--- src/rtl/inst_fetch_unit_pkg.sv ---
// Shared definitions for the instruction fetch stage: state encoding, reset PC,
// fault-marker word and the alignment helper.
package inst_fetch_unit_pkg;

  localparam logic [1:0] ST_REQ   = 2'd0;
  localparam logic [1:0] ST_WAIT  = 2'd1;
  localparam logic [1:0] ST_HOLD  = 2'd2;
  localparam logic [1:0] ST_FLUSH = 2'd3;

  typedef enum logic [1:0] {
    S_REQ   = ST_REQ,
    S_WAIT  = ST_WAIT,
    S_HOLD  = ST_HOLD,
    S_FLUSH = ST_FLUSH
  } fetch_state_t;

  localparam logic [63:0] DEFAULT_RESET_PC = 64'h0000_0000_8000_0000;
  localparam int          INST_BYTES       = 4;
  localparam logic [31:0] FAULT_INST       = 32'h0000_0000;

  function automatic logic is_word_aligned(input logic [1:0] low_bits);
    return (low_bits == 2'b00);
  endfunction

endpackage

--- src/rtl/fetch_pc_reg.sv ---
// Program counter register: loads RESET_PC on reset, and on write enable takes
// either the redirect target or the sequential pc+4 (wrapping).
module fetch_pc_reg
  import inst_fetch_unit_pkg::*;
#(
  parameter int              XLEN     = 64,
  parameter logic [XLEN-1:0] RESET_PC = XLEN'(DEFAULT_RESET_PC)
) (
  input  logic            clk,
  input  logic            rst,
  input  logic            i_wen,
  input  logic            i_sel_redirect,
  input  logic [XLEN-1:0] i_redirect_pc,
  output logic [XLEN-1:0] o_pc
);

  logic [XLEN-1:0] r_pc;
  logic [XLEN-1:0] w_pc_nxt;

  assign w_pc_nxt = i_sel_redirect ? i_redirect_pc : (r_pc + XLEN'(INST_BYTES));

  // PC state update with synchronous active-low reset
  always_ff @(posedge clk) begin
    if (!rst) begin
      r_pc <= RESET_PC;
    end else if (i_wen) begin
      r_pc <= w_pc_nxt;
    end
  end

  assign o_pc = r_pc;

endmodule

--- src/rtl/inst_fetch_unit.sv ---
// Instruction fetch stage: one outstanding aligned fetch at a time, presents the
// word and its PC to decode, and honours redirects from execute.
module inst_fetch_unit
  import inst_fetch_unit_pkg::*;
#(
  parameter int              XLEN     = 64,
  parameter int              INST_LEN = 32,
  parameter logic [XLEN-1:0] RESET_PC = XLEN'(DEFAULT_RESET_PC)
) (
  input  logic                clk,
  input  logic                rst,
  output logic                mem_req_valid,
  input  logic                mem_req_ready,
  output logic [XLEN-1:0]     mem_req_addr,
  input  logic                mem_rsp_valid,
  input  logic [INST_LEN-1:0] mem_rsp_data,
  input  logic                mem_rsp_err,
  output logic                inst_valid,
  input  logic                inst_ready,
  output logic [INST_LEN-1:0] inst,
  output logic [XLEN-1:0]     inst_pc,
  output logic                inst_fault,
  input  logic                redirect,
  input  logic [XLEN-1:0]     redirect_pc
);

  fetch_state_t        r_state, w_state_nxt;
  logic                r_inst_valid, w_inst_valid_nxt;
  logic [INST_LEN-1:0] r_inst, w_inst_nxt;
  logic [XLEN-1:0]     r_inst_pc, w_inst_pc_nxt;
  logic                r_inst_fault, w_inst_fault_nxt;
  logic                w_pc_wen;
  logic                w_pc_sel_redirect;
  logic [XLEN-1:0]     w_pc;
  logic                w_aligned;
  logic                w_req_fire;

  fetch_pc_reg #(
    .XLEN     (XLEN),
    .RESET_PC (RESET_PC)
  ) u_pc (
    .clk            (clk),
    .rst            (rst),
    .i_wen          (w_pc_wen),
    .i_sel_redirect (w_pc_sel_redirect),
    .i_redirect_pc  (redirect_pc),
    .o_pc           (w_pc)
  );

  assign w_aligned     = is_word_aligned(w_pc[1:0]);
  assign mem_req_valid = (r_state == S_REQ) && w_aligned && rst;
  assign mem_req_addr  = w_pc;
  assign w_req_fire    = mem_req_valid && mem_req_ready;

  // State, PC-update and decode-side output selection; redirect wins over all
  always_comb begin
    w_state_nxt       = r_state;
    w_inst_valid_nxt  = r_inst_valid;
    w_inst_nxt        = r_inst;
    w_inst_pc_nxt     = r_inst_pc;
    w_inst_fault_nxt  = r_inst_fault;
    w_pc_wen          = redirect;
    w_pc_sel_redirect = redirect;
    case (r_state)
      S_REQ: begin
        if (redirect) begin
          w_state_nxt = w_req_fire ? S_FLUSH : S_REQ;
        end else if (!w_aligned) begin
          w_state_nxt      = S_HOLD;
          w_inst_valid_nxt = 1'b1;
          w_inst_nxt       = INST_LEN'(FAULT_INST);
          w_inst_pc_nxt    = w_pc;
          w_inst_fault_nxt = 1'b1;
        end else if (mem_req_ready) begin
          w_state_nxt = S_WAIT;
        end else begin
          w_state_nxt = S_REQ;
        end
      end
      S_WAIT: begin
        if (redirect) begin
          w_state_nxt = mem_rsp_valid ? S_REQ : S_FLUSH;
        end else if (mem_rsp_valid) begin
          w_state_nxt      = S_HOLD;
          w_inst_valid_nxt = 1'b1;
          w_inst_nxt       = mem_rsp_err ? INST_LEN'(FAULT_INST) : mem_rsp_data;
          w_inst_pc_nxt    = w_pc;
          w_inst_fault_nxt = mem_rsp_err;
        end else begin
          w_state_nxt = S_WAIT;
        end
      end
      S_HOLD: begin
        if (redirect || inst_ready) begin
          w_state_nxt      = S_REQ;
          w_inst_valid_nxt = 1'b0;
          w_pc_wen         = 1'b1;
        end else begin
          w_state_nxt = S_HOLD;
        end
      end
      S_FLUSH: begin
        // The orphaned response may coincide with a new redirect; it still closes the flush
        if (mem_rsp_valid) begin
          w_state_nxt = S_REQ;
        end else begin
          w_state_nxt = S_FLUSH;
        end
      end
      default: begin
        w_state_nxt      = S_REQ;
        w_inst_valid_nxt = 1'b0;
      end
    endcase
  end

  // Registered FSM state and decode-side outputs
  always_ff @(posedge clk) begin
    if (!rst) begin
      r_state      <= S_REQ;
      r_inst_valid <= 1'b0;
      r_inst       <= '0;
      r_inst_pc    <= '0;
      r_inst_fault <= 1'b0;
    end else begin
      r_state      <= w_state_nxt;
      r_inst_valid <= w_inst_valid_nxt;
      r_inst       <= w_inst_nxt;
      r_inst_pc    <= w_inst_pc_nxt;
      r_inst_fault <= w_inst_fault_nxt;
    end
  end

  assign inst_valid = r_inst_valid;
  assign inst       = r_inst;
  assign inst_pc    = r_inst_pc;
  assign inst_fault = r_inst_fault;

endmodule

--- config.mk ---
export PLATFORM = sky130hd
export DESIGN_NAME = inst_fetch_unit
export DESIGN_NICKNAME = d
export VERILOG_FILES = /design/src/rtl/inst_fetch_unit_pkg.sv /design/src/rtl/fetch_pc_reg.sv /design/src/rtl/inst_fetch_unit.sv
export SDC_FILE = /design/constraint.sdc
export NUM_CORES = 1
export LEC_CHECK = 0
export ABC_AREA = 1
export CAP_MARGIN = 5
export CELL_PAD_IN_SITES_DETAIL_PLACEMENT = 1
export CELL_PAD_IN_SITES_GLOBAL_PLACEMENT = 1
export CORE_ASPECT_RATIO = 0.8
export CORE_MARGIN = 10
export CORE_UTILIZATION = 30
export DETAILED_ROUTE_END_ITERATION = 7
export HOLD_SLACK_MARGIN = 0.03
export PLACE_DENSITY = 0.83
export SYNTH_ARGS = -nofsm -noshare
export SYNTH_HDL_FRONTEND = slang
export SYNTH_SLANG_ARGS = --single-unit
--- constraint.sdc ---
create_clock -name clk -period 4.3 [get_ports clk]
set_input_delay 0.645 -clock clk [delete_from_list [all_inputs] [get_ports clk]]
set_output_delay 0.645 -clock clk [all_outputs]
set_load 0.03 [all_outputs]
Word-level counts from Yosys, hierarchy flattened
Index checks and enable logic that the tools add are counted.
Word-level totals
  register bits: 164
  bits in latches: 0
  memory bits (writable): 0
  bits in read-only memories: 0
  input port bits: 103
  output and inout bits: 163
  logic and storage cells: 57
  memories kept: 0
Cells by class
  add/sub/neg operators: 1
  $mul: 0
  div/mod/pow operators: 0
  order comparisons: 0
  equality and inequality tests: 8
  shifts and indexed selects: 0
  mux-type cells: 32
  bitwise gates (word level): 0
  reductions and logical operators: 10
Operator list (number)
  two-way mux 64 bit: 5
  two-way mux 32 bit: 5
  case mux 64 bit (2 select lines): 1
  adder 64 x 3 -> 64 bit, second input constant: 1
  case mux 32 bit (2 select lines): 1
  two-way mux 2 bit: 7
  two-way mux 1 bit: 10
  inequality test 2 bit, second input constant: 5
  case mux 2 bit (4 select lines): 1
  AND reduction 6 bit: 1
  AND reduction 5 bit: 1
  == test 2 bit, second input constant: 2
  logical NOT 2 bit: 2
  logical AND 1 bit: 3
  case mux 1 bit (3 select lines): 1
  nonzero test 3 bit: 1
  == test 2 x 1 -> 1 bit, second input constant: 1
  case mux 1 bit (2 select lines): 1
  nonzero test 2 bit: 1
  logical OR 1 bit: 1

Depth between registers and ports, before layout
Gate-level depths: netlist of the first run.
  depth in word-level cells: 7
  gate-level depth with buffers: 12

Modules after synthesis
A second synthesis of the first run with hierarchy kept.
Unflattened totals
  cell total of the unflattened synthesis: 1412
  area, all modules: 9059.9 um^2
By module, submodules not included
  fetch_pc_reg: times used 1, cells an instance 862, area each 4913.5 um^2, seq. area each 1281.2 um^2
  inst_fetch_unit: times used 1, cells an instance 550, area each 4146.5 um^2, seq. area each 2001.9 um^2

Worst setup path before layout of the first run
OpenSTA, ideal clock, no wires.
  path kind: input port to output port
  from: in rst
  to: out mem_req_valid
  data arrival time: 1.460 ns
  required time: 3.655 ns
  path slack: 2.195 ns
  stages: 3
  path through: clkbuf_1 inv_1 nor2_1
Between the ends
  word-level cells in the longest chain between the ends: 1
RTL lines
  from (decl): RTL line inst_fetch_unit.sv:11  | input logic rst,
  logical AND 1 bit: RTL line inst_fetch_unit.sv:51  | assign mem_req_valid = (r_state == S_REQ) && w_aligned && rst;
  to (decl): RTL line inst_fetch_unit.sv:12  | output logic mem_req_valid,
Every way passes these cells.

Worst setup path in the final report of the first run
  from: reg r_state[1]
  to: out mem_req_valid
Between the ends
  word-level cells in the longest chain between the ends: 3
RTL lines
  from (decl): RTL line inst_fetch_unit.sv:27  | fetch_state_t r_state, w_state_nxt;
  from (signal assigned): RTL line inst_fetch_unit.sv:126  | r_state <= w_state_nxt;
  logical NOT 2 bit: RTL line inst_fetch_unit.sv:51
  logical AND 1 bit (2 in series): RTL line inst_fetch_unit.sv:51
Every way passes these cells.

==> out/results.ini, run 1 <==
[run_status]
status=complete, no violations

[yosys]
synth_area_um2=8501
synth_area_leaders=dfxtp_1 (39%), nand2_1 (10%), nor2_1 (9.4%)
ys.flop_type=dfxtp_1
yosys.area.top_type_share_pct=38.62
synth_top_family_by_area=simple AND/OR/NAND/NOR gates
synth_fa_ha_area_share_pct=0.4416
synth-xor-area-share_pct=0.1030
synth_most_common_cell=nand2_1
synth.net_count=1386
synthArstFlopShare_pct=0
yosysTopAreaCell=dfxtp_1
syn_area_per_cell_um2=6.641
syn_inst=1280
synth-compound-area-share_pct=20.55
synth_seq_cells=164
synthSimpleGateAreaFrac_pct=30.50
seq_area_frac_synth_pct=38.62
synth.area.mux_share_pct=0.1178
synth_cell_types=39
synth_edf_count=0
synth_commonest_cells=nand2_1 (235), nor2_1 (214), dfxtp_1 (164), inv_1 (136), a21oi_1 (120)
ys_warn_count=0

[timing]
tightest_slew_ns=1.214
fin_crit_ns=2.744
tns_ns=0
relSlewSlack_pct=18.79
slew_violations=0
hold_violations=0
fmax_ghz=0.3644
setup_viol=0
period_share_pct=63.82
fin_skew_ns=0.01346
rsz0062_at_grt=no

[min_path]
hold_path_depth=2
hold_class=reg2reg
hold_start=inst_pc[48]
hold-path-endpoint=inst_pc[48]

[floorplanning]
die_x_um=208.2
core-area_um2=28080
row_count=55
start_util_pct=30.28
ioPinCount=266
die_area_um2=35510
dieHeight_um=170.6

[routing]
viasPerCell=5.031
vias=9513
ant_nets=0
drc_errors=0
drt_iter0_markers=507
wl_per_cell_um=19.40
wl_um=36680
drt_pass1_iterations=5

[critical_path]
path_class=reg2out
end_kind=primary output
rr_worst_depth=9
r2r-start=u_pc.o_pc[23]
start_kind=register
reg2reg_slack_ns=1.95
crit_arrival_ns=2.10
worstPathRequired_ns=3.65
r2r_end=u_pc.o_pc[39]
cp_max_fo=3

[clock_tree]
cts_setup_buffers=0
cts-root-buf=clkbuf_16
cts_resized=0
clkLatencyLatePin_ns=0.44
h-tree-depth=4
cts_sinks=164
tritoncts=built
clk_path_buf_depth=2
cts_buffers=17
clk_pin_slew_worst_paths_ns=0.07
hold_buffers=0

[global_routing]
grt_max_degree=163
antenna_found_initial=0
grt_pass1_wl_um=57970
grtUsageTotal_pct=20.39
overflow=0
first_global_vias=9851

[finish]
drive_gt1_share_pct=6.706
final_nets=1614
n_antenna_cell=0
area_growth_pct=41.55
postLayoutCoreUtil_pct=42.86

[place]
hpwl_um=27570
port_buffers=265
routabilityCongestion=0.9210

[power_and_ir_drop]
p_per_area_nw_per_um2=375.5
vdd.ir_drop.worst_mv=0.2763
leakagePower_uw=0.004251

[job]
maxCapViolCount=0

-- worst max-delay path: stages, from the launching register on --
cell and delay [ns]:
dfxtp_1 0.33, nor2_1 0.19, nand2_1 0.16, nor2_1 0.26, clkdlybuf4s50_1 0.73
-- cell families after synthesis --
kind of cell	Yosys count
AND/OR/NAND/NOR	594
adder cells (fa/ha/maj)	3
XOR/XNOR	1
buffers and inverters	212
multiplexers	1
flip-flops	164
AO/OA/AOI/OAI	305
-- state kept, by name, summed over array words and instances, names as in the netlist --
name        count
inst_pc        64
u_pc.o_pc      64
inst           32
r_state         2
inst_fault      1
inst_valid      1
-- through the flow --
step / worst slack (ns) / cells / area [µm²] / total power, µW / hold WS, ns
6_report: 1.556 / 1891 / 12030 / 4519 / 0.4440
3_3_place_gp: 1.535 / 1859 / 11420 / 2885 / 0.4311
3_5_place_dp: 1.481 / 1859 / 11420 / 2922 / 0.4376
5_1_grt: 1.417 / 1891 / 12030 / 4740 / 0.4661
4_1_cts: 1.551 / 1891 / 12030 / 4574 / 0.4467
2_1_floorplan: 2.195 / 1280 / 8501 / 2410 / 0.5686
-- how the worst max path moves through the flow --
| stage | endpoint | from | slack [ns] |
|---|---|---|---|
| 2_1_floorplan | mem_req_valid | rst | 2.20 |
| 3_3_place_gp | u_pc.o_pc[35] | redirect | 1.54 |
| 3_5_place_dp | u_pc.o_pc[41] | redirect | 1.48 |
| 4_1_cts | mem_req_valid | r_state[1] | 1.55 |
| 5_1_grt | mem_req_valid | r_state[1] | 1.42 |
| 6_report | mem_req_valid | r_state[1] | 1.56 |
-- report_power, final --
group,switching (µW),internal [µW],leakage (µW)
sequential,133,1650,0.00135
clock,756,888,0.000300
combinational,658,430,0.00261
-- cell type report --
type | count | area (µm²)
fill | 3549 | 16040
multi-input combinational | 904 | 4395
sequential | 164 | 3283
timing repair buffer | 274 | 2728
inverter | 147 | 551.8
tap | 370 | 462.9
clock buffer | 17 | 425.4
clock inverter | 15 | 186.4
-- metal layers --
layer | track usage [%] | wire length (µm) | vias to the layer above
met2 | 34.36 | 17400 | 245
met3 | 5.265 | 2163 | 26
met1 | 25.89 | 16760 | 4597
met4 | 3.962 | 356 | 0
li1 | - | - | 4645
met5 | 0 | 0 | -
-- layout by cell type, fill, tap and decap left out, types with 2 or more instances in the layout --
cell type and n:
nor2_1 214, inv_8 4, a22oi_1 32, clkinv_1 3, o221ai_1 10, buf_4 8
a211oi_1 14, inv_2 9, nand3_2 2, bufinv_16 2, nor2_2 13, inv_1 135
nor2_4 12, nand2_4 2, ha_1 3, nand2_1 235, o21ai_0 102, o211ai_1 8
nand3_1 65, a21oi_1 120, inv_6 6, nand2_2 17, o21ai_1 9, a31oi_1 2
nand4_1 10, nor3_1 20, dfxtp_1 164, clkbuf_16 17, a221oi_1 3, clkdlybuf4s50_1 264
(Power assumes the default switching activity.)
==> run 2, diff against run 1 <==
==> constraint.sdc (replaced) <==
create_clock -name clk -period 2.56 [get_ports clk]
set_input_delay 0.384 -clock clk [delete_from_list [all_inputs] [get_ports clk]]
set_output_delay 0.384 -clock clk [all_outputs]
set_load 0.03 [all_outputs]
==> out/results.ini, run 2 (synthesis results as in run 1) <==
[run_status]
status=complete, no violations

[clock_tree]
cts_buffers=17  ; unchanged
cts_resized=0  ; unchanged
cts_setup_buffers=0  ; unchanged
clk_path_buf_depth=2  ; unchanged
cts-root-buf=clkbuf_16
tritoncts=built
hold_buffers=0  ; unchanged
clkLatencyLatePin_ns=0.45  ; about the same
clk_pin_slew_worst_paths_ns=0.08  ; about the same
h-tree-depth=4  ; unchanged
cts_sinks=164  ; unchanged

[finish]
layout_commonest_cell=clkdlybuf4s50_1
area_growth_pct=43.64
final_nets=1631  ; +1.1%
layout_common_cells=clkdlybuf4s50_1 (263), nand2_1 (235), nor2_1 (214)
nFillCells=3557  ; +0.23%
drive_gt1_share_pct=7.802  ; +1.1 points

[floorplanning]
row_count=55  ; unchanged
core-area_um2=28080  ; unchanged
ioPinCount=266  ; unchanged
start_util_pct=30.28  ; unchanged
die_x_um=208.2  ; unchanged
die_area_um2=35510  ; unchanged
dieHeight_um=170.6  ; unchanged

[place]
dp_slack_ns=0.4137  ; -1.067 ns
port_buffers=265  ; unchanged
hpwl_um=27610  ; +0.14%
routabilityCongestion=0.9270  ; +0.65%

[timing]
period_share_pct=84.51
hold_violations=0  ; unchanged
rsz0062_at_grt=no
relSlewSlack_pct=50.95  ; +32 points
fin_skew_ns=0.01309  ; -0.0003765 ns
fmax_ghz=0.4623
fin_ws_ns=0.3967  ; -1.159 ns
fin_crit_ns=2.163
setup_viol=0  ; unchanged
slew_violations=0  ; unchanged
tns_ns=0  ; unchanged
tightest_slew_ns=0.7358  ; -0.4784 ns

[critical_path]
cp_max_fo=6  ; +3
r2r-start=u_pc.o_pc[3]
r2r_end=u_pc.o_pc[42]
rr_worst_depth=11  ; +2
crit_path_end=u_pc.o_pc[42]
end_kind=register
worstPathRequired_ns=2.93  ; -0.72 ns
reg2reg_slack_ns=0.40  ; -1.55 ns
critPathLaunch=u_pc.o_pc[3]
path_class=reg2reg
start_kind=register
crit_arrival_ns=2.53  ; +0.43 ns

[global_routing]
grtUsageTotal_pct=19.95  ; -0.44 points
grt-busiest-layer=met2
grtUsageMet1_pct=24.78  ; -1.1 points
use_met3_pct=5.557  ; +0.29 points
grt_pass1_wl_um=56520  ; -2.5%
grt_max_degree=91  ; -44%
overflow=0  ; unchanged
first_global_vias=9771  ; -0.81%
met2_usage_pct=33.72  ; -0.65 points
antenna_found_initial=2  ; +2

[routing]
drc_errors=0  ; unchanged
drt_pass1_iterations=5  ; unchanged
vias=9595  ; +0.86%
ant_nets=0  ; unchanged
drt_iter0_markers=419  ; -17%
wl_per_cell_um=19.18  ; -1.1%
wl_um=36610  ; -0.18%
viasPerCell=5.026  ; about the same

[power_and_ir_drop]
leakagePower_uw=0.004361  ; +2.6%
vdd.ir_drop.worst_mv=0.4250  ; +54%
p_per_area_nw_per_um2=624.4  ; +66%

[job]
maxCapViolCount=0  ; unchanged

[min_path]
hold_class=reg2reg

## run 2: changes by cell type in the layout (fill, tap and decap cells not counted)
cell             before  now
buf_12                1    5
clkdlybuf4s50_1     264  263
inv_6                 6    5
clkinv_4              0    1
diode_2               0    1
buf_4                 8   22
## run 2: layer usage
layer	routed length, µm	vias up
li1	-	4685
met1	16530	4621
met2	17200	263
met3	2495	24
met4	375	2
met5	11	-
## run 2: how the worst min path moves through the flow
stage,cells after the start,startpoint,end,slack (ns)
floorplan,2,redirect_pc[0],u_pc.o_pc[0],0.52
global placement,2,inst_pc[35],inst_pc[35],0.43
detailed placement,2,inst_pc[19],inst_pc[19],0.43
CTS,2,inst_pc[19],inst_pc[19],0.45
global route,2,inst_pc[1],inst_pc[1],0.46
finish,2,inst_pc[51],inst_pc[51],0.44
## run 2: report_power, final
part	total (µW)	switching (µW)	internal (µW)
clock network	2750	1260	1490
registers	2980	205	2780
logic	1890	1130	754
total	7620	2600	5020
## run 2: layout make-up
class	instances	area (µm²)	area share, %
inverters	147	551.8	4.519
clock inverters	15	186.4	1.527
multi-input cells	904	4395	36.00
well taps	370	462.9	3.791
diodes	1	2.502	0.02049
flip-flops and latches	164	3283	26.89
repair buffers	291	2903	23.77
clock buffers	17	425.4	3.484
## run 2: worst max-delay path, cell delays in order, from the launching register on
cell and delay [ns]:
dfxtp_1 0.43, ha_1 0.22, nand2_2 0.11, nor2_4 0.26, nand2_4 0.11, nor2_2 0.22, nand2_1 0.21, clkinv_1 0.14
nand3_1 0.08, nand3_1 0.11, nand2_1 0.07, a21oi_1 0.12
## run 2: through the flow
step / std cells / utilization [%] / hold slack (ns) / instance area (µm²) / total power (µW)
3_3_place_gp: 1876 / 41.30 / 0.4307 / 11600 / 4887
6_report: 1909 / 43.49 / 0.4448 / 12210 / 7624
3_5_place_dp: 1876 / 41.30 / 0.4347 / 11600 / 4941
5_1_grt: 1908 / 43.48 / 0.4612 / 12210 / 7993
4_1_cts: 1908 / 43.48 / 0.4472 / 12210 / 7733
2_1_floorplan: 1280 / - / 0.5189 / 8501 / 4049
==> run 3, diff against run 2 <==
--- a/config.mk
+++ b/config.mk
@@ -11,7 +11,7 @@
 export CELL_PAD_IN_SITES_GLOBAL_PLACEMENT = 1
 export CORE_ASPECT_RATIO = 0.8
 export CORE_MARGIN = 10
-export CORE_UTILIZATION = 30
+export CORE_UTILIZATION = 29
 export DETAILED_ROUTE_END_ITERATION = 7
 export HOLD_SLACK_MARGIN = 0.03
 export PLACE_DENSITY = 0.83
==> constraint.sdc (replaced) <==
create_clock -name clk -period 1.98 [get_ports clk]
set_input_delay 0.297 -clock clk [delete_from_list [all_inputs] [get_ports clk]]
set_output_delay 0.297 -clock clk [all_outputs]
set_load 0.03 [all_outputs]
==> out/results.ini, run 3 (synthesis results as in run 1) <==
[min_path]
hold_class=in2reg

[finish]
layout_common_cells=nand2_1 (234), clkdlybuf4s50_1 (211), nor2_1 (208)
drive_gt1_share_pct=13.06  ; +5.3 points
layout_commonest_cell=nand2_1
area_growth_pct=51.62
instances_no_fill=1978  ; +3.6%
final_nets=1701  ; +4.3%
n_antenna_cell=0  ; -1

[timing]
hold_violations=0  ; unchanged
slew_violations=0  ; unchanged
tightest_slew_ns=0.5086  ; -0.2272 ns
rsz0062_at_grt=no
period_share_pct=97.71
fmax_ghz=0.5169
hold_ws_ns=0.3604  ; -0.08432 ns
fin_skew_ns=0.01502  ; +0.001939 ns
fin_crit_ns=1.935
relSlewSlack_pct=66.09  ; +15 points
setup_viol=0  ; unchanged
tns_ns=0  ; unchanged

[floorplanning]
row_count=55  ; unchanged
ioPinCount=266  ; unchanged
start_util_pct=29.77  ; -0.51 points
die_area_um2=36600  ; +3.1%
core-area_um2=28560  ; +1.7%
dieHeight_um=173.1  ; +1.5%
die_x_um=211.4  ; +1.5%

[global_routing]
antenna_found_initial=1  ; -1
grtUsageTotal_pct=20.71  ; +0.76 points
met2_usage_pct=34.33  ; +0.61 points
grtUsageMet1_pct=25.35  ; +0.57 points
overflow=0  ; unchanged
grt_max_degree=89  ; -2.2%
use_met3_pct=6.288  ; +0.73 points
first_global_vias=10330  ; +5.8%
grt_pass1_wl_um=60250  ; +6.6%
grt-busiest-layer=met2

[routing]
ant_nets=0  ; unchanged
drt_pass1_iterations=5  ; unchanged
wl_per_cell_um=19.73  ; +2.9%
vias=9946  ; +3.7%
wl_um=39020  ; +6.6%
drt_iter0_markers=495  ; +18%
drc_errors=0  ; unchanged
viasPerCell=5.028  ; about the same

[power_and_ir_drop]
p_per_area_nw_per_um2=769.9  ; +23%
leakagePower_uw=0.005200  ; +19%
vdd.ir_drop.worst_mv=0.6095  ; +43%

[place]
routabilityCongestion=0.8969  ; -3.2%
hpwl_um=29800  ; +7.9%
placed_cells=1944  ; +3.6%
port_buffers=265  ; unchanged

[clock_tree]
tritoncts=built
cts_buffers=17  ; unchanged
cts-root-buf=clkbuf_16
h-tree-depth=4  ; unchanged
clkLatencyLatePin_ns=0.45  ; about the same
clk_path_buf_depth=2  ; unchanged
clk_pin_slew_worst_paths_ns=0.07  ; about the same
cts_sinks=164  ; unchanged

[job]
maxCapViolCount=0  ; unchanged

[critical_path]
crit_arrival_ns=1.64  ; -0.89 ns
path_class=reg2out
cp_max_fo=5  ; -1
worstPathRequired_ns=1.68  ; -1.25 ns
end_kind=primary output
start_kind=register

[run_status]
status=complete, no violations

## run 3: repair_timing
item / CTS / global route
pin swaps: 0 / 5
resized for setup: 29 / 51
buffers inserted: 0 / 2
endpoints found under the setup margin: 29 / 49
hold buffers: 0 / 0
## run 3: path summary, 6_finish.rpt
kind | from | endpoint | slack, ns | cells after the start
worst min-delay path | rst | r_state[1] | 0.36 | 5
worst max-delay path | u_pc.o_pc[21] | mem_req_addr[21] | 0.05 | 2
worst min register to register | inst_pc[13] | inst_pc[13] | 0.45 | 2
worst max register to register | u_pc.o_pc[9] | u_pc.o_pc[63] | 0.08 | 11
## run 3: final cells by class
class                      count  area [µm²]
fill                        3581       15670
multi-input combinational    904        4451
timing repair buffer         361        3512
sequential                   164        3301
inverter                     147       554.3
tap                          370       462.9
clock buffer                  17       425.4
clock inverter                15       182.7
## run 3: power by group
part | switching, µW | internal [µW] | total, µW
clock | 1700 | 1820 | 3520
combinational | 1540 | 1030 | 2580
sequential | 234 | 3590 | 3830
total | 3480 | 6450 | 9920
## run 3: critical path: stages (launching register included)
cell and delay [ns]:
dfxtp_1 0.37, buf_4 0.16, clkdlybuf4s50_1 0.68
## run 3: per-layer routing
| layer | routed length [µm] | part of all wire [%] | up-vias |
|---|---|---|---|
| met4 | 784 | 2.0 | 2 |
| met2 | 18370 | 47 | 294 |
| met1 | 16940 | 43 | 4778 |
| met3 | 2910 | 7.5 | 48 |
| li1 | - | - | 4824 |
| met5 | 13 | 0.033 | - |
## run 3: through the flow
stage          total power, µW  area, µm²  utilization (%)  setup WS [ns]
6_report                  9923      12890            45.13        0.04539
2_1_floorplan             5235       8501                -         0.1711
4_1_cts                  10030      12730            44.57       0.001643
3_5_place_dp              6516      12160            42.57        0.03924
3_3_place_gp              6444      12160            42.57        0.06716
5_1_grt                  10390      12890            45.13      0.0004399
